File: config.mk
export PLATFORM = sky130hd
export DESIGN_NAME = agex_exec_unit_flat
export DESIGN_NICKNAME = d
export VERILOG_FILES = /design/src/rtl/agex_if.sv /design/src/rtl/agex_exec_unit.sv /design/src/flat_wrapper.sv
export SDC_FILE = /design/constraint.sdc
export NUM_CORES = 2
export LEC_CHECK = 0
export BUFFER_PORTS_ARGS = -buffer_cell sky130_fd_sc_hd__buf_2
export CAP_MARGIN = 40
export CORE_MARGIN = 2
export CORE_UTILIZATION = 58
export CTS_CLUSTER_SIZE = 20
export DETAILED_ROUTE_END_ITERATION = 8
export HOLD_SLACK_MARGIN = 0.05
export PLACE_DENSITY = 0.91
export SLEW_MARGIN = 5
export SYNTH_ARGS = -nofsm -noshare
export SYNTH_HDL_FRONTEND = slang
export SYNTH_SLANG_ARGS = --single-unit
File: constraint.sdc
create_clock -name clk -period 7.8 [get_ports clk]
set_clock_uncertainty 0.2 [all_clocks]
set_input_delay 1.17 -clock clk [delete_from_list [all_inputs] [get_ports clk]]
set_output_delay 1.17 -clock clk [all_outputs]
set_load 0.005 [all_outputs]
File: src/rtl/agex_if.sv
// Decode-side and MEM-side handshake bundle for the execute/address stage.
interface agex_if #(
   parameter int unsigned XLEN    = 32,
   parameter int unsigned REGBITS = 5
);
   logic               in_valid;
   logic               in_ready;
   logic [3:0]         in_op;
   logic [XLEN-1:0]    in_pc;
   logic [XLEN-1:0]    in_rs1;
   logic [XLEN-1:0]    in_rs2;
   logic [XLEN-1:0]    in_imm;
   logic [REGBITS-1:0] in_rd;

   logic               out_valid;
   logic               out_ready;
   logic [XLEN-1:0]    out_result;
   logic [REGBITS-1:0] out_rd;
   logic [XLEN-1:0]    out_pc;
   logic               out_redirect;
   logic [XLEN-1:0]    out_target;

   // Decode/MEM side: offers ops, consumes result bundles.
   modport master (
      output in_valid, in_op, in_pc, in_rs1, in_rs2, in_imm, in_rd, out_ready,
      input  in_ready, out_valid, out_result, out_rd, out_pc, out_redirect, out_target
   );

   // Execute unit side.
   modport slave (
      input  in_valid, in_op, in_pc, in_rs1, in_rs2, in_imm, in_rd, out_ready,
      output in_ready, out_valid, out_result, out_rd, out_pc, out_redirect, out_target
   );
endinterface

File: src/rtl/agex_exec_unit.sv
// Execute/address stage: single-cycle ALU/branch/jump, fixed-latency MUL,
// iterative restoring DIVU/REMU, valid/ready on both sides, flush squashes.
module agex_exec_unit #(
   parameter int unsigned XLEN    = 32,
   parameter int unsigned REGBITS = 5,
   parameter int unsigned MUL_LAT = 3
) (
   input  logic  clk,
   input  logic  reset,
   input  logic  flush,
   agex_if.slave bus
);
   localparam int unsigned LMAX  = (XLEN > MUL_LAT) ? XLEN : MUL_LAT;
   localparam int unsigned CNT_W = $clog2(LMAX + 1);

   localparam logic [3:0] OP_ADD  = 4'd0,  OP_SUB  = 4'd1,  OP_AND  = 4'd2,  OP_OR   = 4'd3;
   localparam logic [3:0] OP_XOR  = 4'd4,  OP_SLT  = 4'd5,  OP_SLTU = 4'd6,  OP_BEQ  = 4'd7;
   localparam logic [3:0] OP_BNE  = 4'd8,  OP_BLT  = 4'd9,  OP_BGEU = 4'd10, OP_JAL  = 4'd11;
   localparam logic [3:0] OP_JALR = 4'd12, OP_MUL  = 4'd13, OP_DIVU = 4'd14, OP_REMU = 4'd15;

   typedef enum logic [1:0] {S_IDLE, S_BUSY, S_DONE} state_e;

   state_e             state_q, state_d;
   logic [CNT_W-1:0]   cnt_q, cnt_d;
   logic [3:0]         op_q, op_d;
   logic [XLEN-1:0]    rem_q, rem_d, quo_q, quo_d, dvs_q, dvs_d;
   logic [XLEN-1:0]    result_q, result_d, pc_q, pc_d, target_q, target_d;
   logic [REGBITS-1:0] rd_q, rd_d;
   logic               redirect_q, redirect_d;

   logic               accept;
   logic               taken;
   logic [XLEN-1:0]    step_rem, step_quo, first_rem, first_quo;

   // One restoring-division step: shift in the next dividend bit, subtract if it fits.
   function automatic logic [2*XLEN-1:0] div_step(input logic [XLEN-1:0] rem,
                                                  input logic [XLEN-1:0] quo,
                                                  input logic [XLEN-1:0] dvs);
      logic [XLEN:0]   sh;
      logic [XLEN-1:0] diff;
      sh   = {rem, quo[XLEN-1]};
      diff = sh[XLEN-1:0] - dvs;
      if (sh >= {1'b0, dvs}) return {diff, quo[XLEN-2:0], 1'b1};
      else                   return {sh[XLEN-1:0], quo[XLEN-2:0], 1'b0};
   endfunction

   // Divider steps: ongoing iteration and the first iteration done at accept.
   assign {step_rem, step_quo}   = div_step(rem_q, quo_q, dvs_q);
   assign {first_rem, first_quo} = div_step('0, bus.in_rs1, bus.in_rs2);

   assign bus.in_ready     = !flush && ((state_q == S_IDLE) || ((state_q == S_DONE) && bus.out_ready));
   assign accept           = bus.in_valid && bus.in_ready;
   assign bus.out_valid    = (state_q == S_DONE);
   assign bus.out_result   = result_q;
   assign bus.out_rd       = rd_q;
   assign bus.out_pc       = pc_q;
   assign bus.out_redirect = redirect_q;
   assign bus.out_target   = target_q;

   // Branch condition for the offered op.
   always_comb begin
      taken = 1'b0;
      case (bus.in_op)
         OP_BEQ:  taken = (bus.in_rs1 == bus.in_rs2);
         OP_BNE:  taken = (bus.in_rs1 != bus.in_rs2);
         OP_BLT:  taken = ($signed(bus.in_rs1) < $signed(bus.in_rs2));
         OP_BGEU: taken = (bus.in_rs1 >= bus.in_rs2);
         default: taken = 1'b0;
      endcase
   end

   // Next state, iteration and result bundle.
   always_comb begin
      state_d    = state_q;
      cnt_d      = cnt_q;
      op_d       = op_q;
      rem_d      = rem_q;
      quo_d      = quo_q;
      dvs_d      = dvs_q;
      result_d   = result_q;
      pc_d       = pc_q;
      rd_d       = rd_q;
      redirect_d = redirect_q;
      target_d   = target_q;

      case (state_q)
         S_BUSY: begin
            cnt_d = cnt_q - CNT_W'(1);
            if ((op_q == OP_DIVU) || (op_q == OP_REMU)) begin
               rem_d = step_rem;
               quo_d = step_quo;
            end
            if (cnt_q == CNT_W'(1)) begin
               state_d = S_DONE;
               if (op_q == OP_DIVU) result_d = step_quo;
               if (op_q == OP_REMU) result_d = step_rem;
            end
         end
         S_DONE: if (bus.out_ready) state_d = S_IDLE;
         default: ;
      endcase

      if (accept) begin
         state_d    = S_DONE;
         op_d       = bus.in_op;
         pc_d       = bus.in_pc;
         rd_d       = bus.in_rd;
         redirect_d = 1'b0;
         target_d   = '0;
         result_d   = '0;
         case (bus.in_op)
            OP_ADD:  result_d = bus.in_rs1 + bus.in_rs2;
            OP_SUB:  result_d = bus.in_rs1 - bus.in_rs2;
            OP_AND:  result_d = bus.in_rs1 & bus.in_rs2;
            OP_OR:   result_d = bus.in_rs1 | bus.in_rs2;
            OP_XOR:  result_d = bus.in_rs1 ^ bus.in_rs2;
            OP_SLT:  result_d = {{(XLEN-1){1'b0}}, ($signed(bus.in_rs1) < $signed(bus.in_rs2))};
            OP_SLTU: result_d = {{(XLEN-1){1'b0}}, (bus.in_rs1 < bus.in_rs2)};
            OP_BEQ, OP_BNE, OP_BLT, OP_BGEU: begin
               redirect_d = taken;
               target_d   = taken ? (bus.in_pc + bus.in_imm) : '0;
            end
            OP_JAL: begin
               result_d   = bus.in_pc + XLEN'(4);
               redirect_d = 1'b1;
               target_d   = bus.in_pc + bus.in_imm;
            end
            OP_JALR: begin
               result_d   = bus.in_pc + XLEN'(4);
               redirect_d = 1'b1;
               target_d   = (bus.in_rs1 + bus.in_imm) & ~XLEN'(1);
            end
            OP_MUL: begin
               result_d = bus.in_rs1 * bus.in_rs2;
               if (MUL_LAT > 1) begin
                  state_d = S_BUSY;
                  cnt_d   = CNT_W'(MUL_LAT - 1);
               end
            end
            OP_DIVU, OP_REMU: begin
               if (bus.in_rs2 == '0) begin
                  result_d = (bus.in_op == OP_DIVU) ? '1 : bus.in_rs1;
               end else begin
                  state_d = S_BUSY;
                  cnt_d   = CNT_W'(XLEN - 1);
                  rem_d   = first_rem;
                  quo_d   = first_quo;
                  dvs_d   = bus.in_rs2;
               end
            end
            default: ;
         endcase
      end

      // Flush abandons whatever is in flight or held.
      if (flush) state_d = S_IDLE;
   end

   // State and datapath registers.
   always_ff @(posedge clk) begin
      if (reset) begin
         state_q    <= S_IDLE;
         cnt_q      <= '0;
         op_q       <= '0;
         rem_q      <= '0;
         quo_q      <= '0;
         dvs_q      <= '0;
         result_q   <= '0;
         pc_q       <= '0;
         rd_q       <= '0;
         redirect_q <= 1'b0;
         target_q   <= '0;
      end else begin
         state_q    <= state_d;
         cnt_q      <= cnt_d;
         op_q       <= op_d;
         rem_q      <= rem_d;
         quo_q      <= quo_d;
         dvs_q      <= dvs_d;
         result_q   <= result_d;
         pc_q       <= pc_d;
         rd_q       <= rd_d;
         redirect_q <= redirect_d;
         target_q   <= target_d;
      end
   end
endmodule
File: src/flat_wrapper.sv
// flat-port wrapper written by rule: the top's interface ports become plain ports
module agex_exec_unit_flat 
#(
   parameter int unsigned XLEN    = 32,
   parameter int unsigned REGBITS = 5,
   parameter int unsigned MUL_LAT = 3
)
  (clk, reset, flush, bus_in_valid, bus_in_op, bus_in_pc, bus_in_rs1, bus_in_rs2, bus_in_imm, bus_in_rd, bus_out_ready, bus_in_ready, bus_out_valid, bus_out_result, bus_out_rd, bus_out_pc, bus_out_redirect, bus_out_target);
  agex_if #(.XLEN(XLEN), .REGBITS(REGBITS)) bus_i ();
  input  logic clk;
  input  logic reset;
  input  logic flush;
  input wire logic [$bits(bus_i.in_valid)-1:0] bus_in_valid;
  input wire logic [$bits(bus_i.in_op)-1:0] bus_in_op;
  input wire logic [$bits(bus_i.in_pc)-1:0] bus_in_pc;
  input wire logic [$bits(bus_i.in_rs1)-1:0] bus_in_rs1;
  input wire logic [$bits(bus_i.in_rs2)-1:0] bus_in_rs2;
  input wire logic [$bits(bus_i.in_imm)-1:0] bus_in_imm;
  input wire logic [$bits(bus_i.in_rd)-1:0] bus_in_rd;
  input wire logic [$bits(bus_i.out_ready)-1:0] bus_out_ready;
  output wire logic [$bits(bus_i.in_ready)-1:0] bus_in_ready;
  output wire logic [$bits(bus_i.out_valid)-1:0] bus_out_valid;
  output wire logic [$bits(bus_i.out_result)-1:0] bus_out_result;
  output wire logic [$bits(bus_i.out_rd)-1:0] bus_out_rd;
  output wire logic [$bits(bus_i.out_pc)-1:0] bus_out_pc;
  output wire logic [$bits(bus_i.out_redirect)-1:0] bus_out_redirect;
  output wire logic [$bits(bus_i.out_target)-1:0] bus_out_target;
  assign bus_i.in_valid = bus_in_valid;
  assign bus_i.in_op = bus_in_op;
  assign bus_i.in_pc = bus_in_pc;
  assign bus_i.in_rs1 = bus_in_rs1;
  assign bus_i.in_rs2 = bus_in_rs2;
  assign bus_i.in_imm = bus_in_imm;
  assign bus_i.in_rd = bus_in_rd;
  assign bus_i.out_ready = bus_out_ready;
  assign bus_in_ready = bus_i.in_ready;
  assign bus_out_valid = bus_i.out_valid;
  assign bus_out_result = bus_i.out_result;
  assign bus_out_rd = bus_i.out_rd;
  assign bus_out_pc = bus_i.out_pc;
  assign bus_out_redirect = bus_i.out_redirect;
  assign bus_out_target = bus_i.out_target;
  agex_exec_unit #(.XLEN(XLEN), .REGBITS(REGBITS), .MUL_LAT(MUL_LAT)) u_core (.clk(clk), .reset(reset), .flush(flush), .bus(bus_i));
endmodule
==> flow_summary.rst <==
.. list-table::
   :header-rows: 1

   * - Metric
     - Value
   * - Result of the run
     - finished with violations
   * - Violated checks
     - setup timing
   * - Post-layout nets
     - 5735
   * - Setup crit end kind
     - flop
   * - Slew at the pin closest to its max-slew limit
     - 966 ps
   * - Achievable Freq
     - 125 MHz
   * - Top-Level Pins
     - 246
   * - Hold Crit Class
     - flop to flop
   * - Maximum number of pins on one net before global-route repair
     - 86
   * - Final-report hold violation count
     - 0
   * - Synth area leader
     - sky130_fd_sc_hd__fa_1
   * - Estimated wirelength of the detail-placed design
     - 129 mm
   * - Most utilized layer in the global route result
     - met2
   * - Area overhead of the layout relative to synthesis
     - 16.5%
   * - Crit path launch type
     - input pin
   * - Sequential share of the synthesized area
     - 0.122
   * - Setup-violating endpoint count in the final report
     - 6
   * - Floorplan Core Area
     - 58900 µm²
   * - Syn Inst Count
     - 4463
   * - RSZ-0062 raised after global routing
     - yes
   * - Area of the multi-input gates
     - 27700 µm²
   * - Number of vias per cell
     - 6.64
   * - Slew HR
     - 0.349
   * - Die Span X
     - 248 µm
   * - Number of synthesized register bits
     - 210
   * - Buffers from clock root to sink, at most
     - 3
   * - Residual DRC
     - 0
   * - Synthesized area
     - 34500 µm²
   * - Number of maximum-capacitance violations
     - 0
   * - Clock Tree Root
     - sky130_fd_sc_hd__clkbuf_16
   * - Clock tree from TritonCTS
     - done
   * - Layout cells sized above 1
     - 0.165
   * - Overall via count from detail_route
     - 37600
   * - Met2 layer usage reported by global route
     - 0.751
   * - Most used flip-flop cell after synthesis
     - sky130_fd_sc_hd__dfxtp_1
   * - Register area
     - 4200 µm²
   * - Setup total negative slack
     - -591 ps
   * - Initial Util
     - 0.586
   * - Final critical-path share of the clock period
     - 1.03
   * - Drt total wl
     - 162 mm
   * - Number of sinks driven by the clock tree
     - 210
   * - Global-route usage over all layers
     - 0.523
   * - Leftover overflow at the end of global routing
     - 0
   * - Max-slew violation count
     - 0
   * - Number of global-route vias before repair
     - 36800
   * - Number of buffers inserted during clock tree synthesis
     - 25
   * - WL per Instance
     - 28.7 µm
   * - Clock input transition at the sequential cells of the worst setup and hold paths
     - 60 ps
   * - Met3 Resource Use GR
     - 0.215
   * - Count of fill cells added during filler insertion
     - 4739
   * - Die area
     - 61500 µm²
   * - Met1 usage in global routing
     - 0.615
   * - Yosys top cell area share
     - 0.240
   * - CTS HTree Levels
     - 1
   * - Critical path start-end classification
     - input pin to flop
   * - Initial antenna violation count
     - 13
   * - Average size of a mapped cell
     - 7.73 µm²
   * - CP arrival
     - 8280 ps
   * - Number of enable flip-flop cells after synthesis
     - 0
   * - Pre-Repair DR Iteration Count
     - 9
   * - Buffers on Ports
     - 245
   * - Detailed Route Iter0 Violations
     - 4995
   * - Worst skew pair latency
     - 590 ps
   * - Global-route wire length before repair
     - 234 mm
   * - Die Y-Extent
     - 248 µm
   * - Cell Rows
     - 89
   * - ANT nets after route
     - 0
   * - Placer Congestion
     - 1.09
   * - Async S/R FF share, synth
     - 0
   * - Yosys warnings
     - 0
   * - Max FO, Critical Path
     - 10
   * - Data required time of the worst path
     - 8060 ps
   * - Minimum period implied by the final worst setup slack
     - 8020 ps
   * - Synthesized Nets
     - 5339
   * - Main area contributors after synthesis
     - sky130_fd_sc_hd__fa_1 24%, sky130_fd_sc_hd__dfxtp_1 12%, sky130_fd_sc_hd__ha_1 12%, sky130_fd_sc_hd__nand2_1 6.5%, sky130_fd_sc_hd__nor2_1 6.1%
   * - Netlist cell types
     - 89
   * - Setup ws final
     - -221 ps
==> flip-flops by register name, indices dropped and copies added, names as in the netlist <==
signal	count
u_core.bus.out_rd	5
u_core.cnt_q	6
u_core.bus.out_result	32
u_core.dvs_q	32
u_core.quo_q	32
u_core.bus.out_redirect	1
u_core.bus.out_target	32
u_core.op_q	4
u_core.state_q	2
u_core.rem_q	32
u_core.bus.out_pc	32
==> worst paths after layout <==
check / slack, ps / end / cells after the start / from
setup / recovery: -220 / u_core.bus.out_result[16]$_SDFFE_PP0P_ / 28 / bus_in_rs2[5]
hold / removal: 250 / u_core.bus.out_pc[2]$_SDFFE_PP0P_ / 2 / u_core.bus.out_pc[2]$_SDFFE_PP0P_
setup reg to reg: 2740 / u_core.bus.out_result[5]$_SDFFE_PP0P_ / 14 / u_core.dvs_q[1]$_SDFFE_PP0P_
hold reg to reg: 250 / u_core.bus.out_pc[2]$_SDFFE_PP0P_ / 2 / u_core.bus.out_pc[2]$_SDFFE_PP0P_
==> synthesized netlist by cell type (34+ instances only) <==
master / instances
sky130_fd_sc_hd__dfxtp_1: 210
sky130_fd_sc_hd__o22ai_1: 35
sky130_fd_sc_hd__a21o_1: 57
sky130_fd_sc_hd__nand2b_1: 42
sky130_fd_sc_hd__a22oi_1: 35
sky130_fd_sc_hd__clkbuf_1: 222
sky130_fd_sc_hd__o21a_1: 34
sky130_fd_sc_hd__ha_1: 321
sky130_fd_sc_hd__o21ai_0: 178
sky130_fd_sc_hd__inv_1: 516
sky130_fd_sc_hd__xor2_1: 84
sky130_fd_sc_hd__xnor2_1: 119
sky130_fd_sc_hd__nand2_1: 595
sky130_fd_sc_hd__nor3_1: 60
sky130_fd_sc_hd__a211oi_1: 42
sky130_fd_sc_hd__a311oi_1: 44
sky130_fd_sc_hd__nand3_1: 70
sky130_fd_sc_hd__nor2_1: 560
sky130_fd_sc_hd__fa_1: 413
sky130_fd_sc_hd__o211ai_1: 34
sky130_fd_sc_hd__a21oi_1: 302
==> timing repair <==
item | in CTS | in global routing
cloned | 0 | 1
hold buffers | 0 | 0
endpoints found under the setup margin | 12 | 15
pin swaps | 15 | 31
buffers inserted | 5 | 10
resized for setup | 31 | 123
==> layer usage <==
metal,vias up,wire length [µm]
li1,15700,-
met1,17900,55700
met2,2983,65500
met3,938,24400
met4,16,16800
met5,-,108
==> critical path, cell delays in order <==
cell and delay (ps):
sky130_fd_sc_hd__clkbuf_4 160, sky130_fd_sc_hd__inv_6 130, sky130_fd_sc_hd__buf_6 200, sky130_fd_sc_hd__nor2_1 100, sky130_fd_sc_hd__fa_1 470, sky130_fd_sc_hd__fa_1 560
sky130_fd_sc_hd__inv_1 60, sky130_fd_sc_hd__fa_1 480, sky130_fd_sc_hd__fa_1 510, sky130_fd_sc_hd__inv_1 50, sky130_fd_sc_hd__ha_1 270, sky130_fd_sc_hd__ha_1 300
sky130_fd_sc_hd__fa_1 520, sky130_fd_sc_hd__fa_1 420, sky130_fd_sc_hd__ha_1 350, sky130_fd_sc_hd__buf_4 150, sky130_fd_sc_hd__nand2_1 70, sky130_fd_sc_hd__o21ai_0 180
sky130_fd_sc_hd__a21o_1 140, sky130_fd_sc_hd__a31o_2 150, sky130_fd_sc_hd__a31oi_4 110, sky130_fd_sc_hd__buf_4 150, sky130_fd_sc_hd__xnor2_1 700, sky130_fd_sc_hd__a21oi_1 240
sky130_fd_sc_hd__o21ai_0 130, sky130_fd_sc_hd__a21oi_1 70, sky130_fd_sc_hd__buf_4 180, sky130_fd_sc_hd__o31ai_1 210
==> layout by cell type (no fill, tap or decap), types with 28 or more instances in the layout <==
cell / count
sky130_fd_sc_hd__a211oi_1: 38
sky130_fd_sc_hd__a21o_1: 57
sky130_fd_sc_hd__a21oi_1: 294
sky130_fd_sc_hd__a221oi_1: 30
sky130_fd_sc_hd__a22oi_1: 35
sky130_fd_sc_hd__a311oi_1: 43
sky130_fd_sc_hd__a31oi_1: 28
sky130_fd_sc_hd__buf_2: 230
sky130_fd_sc_hd__buf_4: 365
sky130_fd_sc_hd__dfxtp_1: 210
sky130_fd_sc_hd__fa_1: 410
sky130_fd_sc_hd__ha_1: 316
sky130_fd_sc_hd__inv_1: 499
sky130_fd_sc_hd__mux2i_1: 29
sky130_fd_sc_hd__nand2_1: 591
sky130_fd_sc_hd__nand2b_1: 42
sky130_fd_sc_hd__nand3_1: 68
sky130_fd_sc_hd__nor2_1: 534
sky130_fd_sc_hd__nor3_1: 58
sky130_fd_sc_hd__o211ai_1: 34
sky130_fd_sc_hd__o21a_1: 34
sky130_fd_sc_hd__o21ai_0: 166
sky130_fd_sc_hd__o22ai_1: 35
sky130_fd_sc_hd__xnor2_1: 117
sky130_fd_sc_hd__xor2_1: 84
==> final cells by class <==
class                      instances  area share
sequential                       210       0.105
antenna                            8    0.000498
inverter                         530      0.0515
tap                              773      0.0241
multi-input combinational       3460       0.690
timing repair buffer             631       0.109
timing repair inverter             1    0.000124
clock buffer                      32      0.0170
clock inverter                     9     0.00355
==> stage by stage <==
step                      hold WS [ps]  instance area [µm²]  utilization  std cells  worst slack, ps
final                              250                40200        0.683       5654             -221
after global routing               272                40200        0.682       5646             -318
after CTS                          251                39700        0.673       5635             1.90
after detailed placement           244                38700        0.656       5589             -861
after global placement             239                38600        0.656       5586             -694
after floorplan                    236                34900            -       4463             -102
==> logic make-up (layout without fill, tap and decap cells) <==
kind of cell,count (synthesis),count (layout),share of synthesized area
compound gates,1013,1013,0.193
xor+xnor,203,203,0.0515
fa+ha+maj,734,734,0.356
buf+inv,793,1203,0.0876
flops,210,210,0.122
mux,31,31,0.00906
other cells,0,8,0
simple gates,1479,1479,0.181
Power is left out: the tool's default activity adds up to more than one toggle a clock period on the data nets, which glitch-free logic cannot reach.
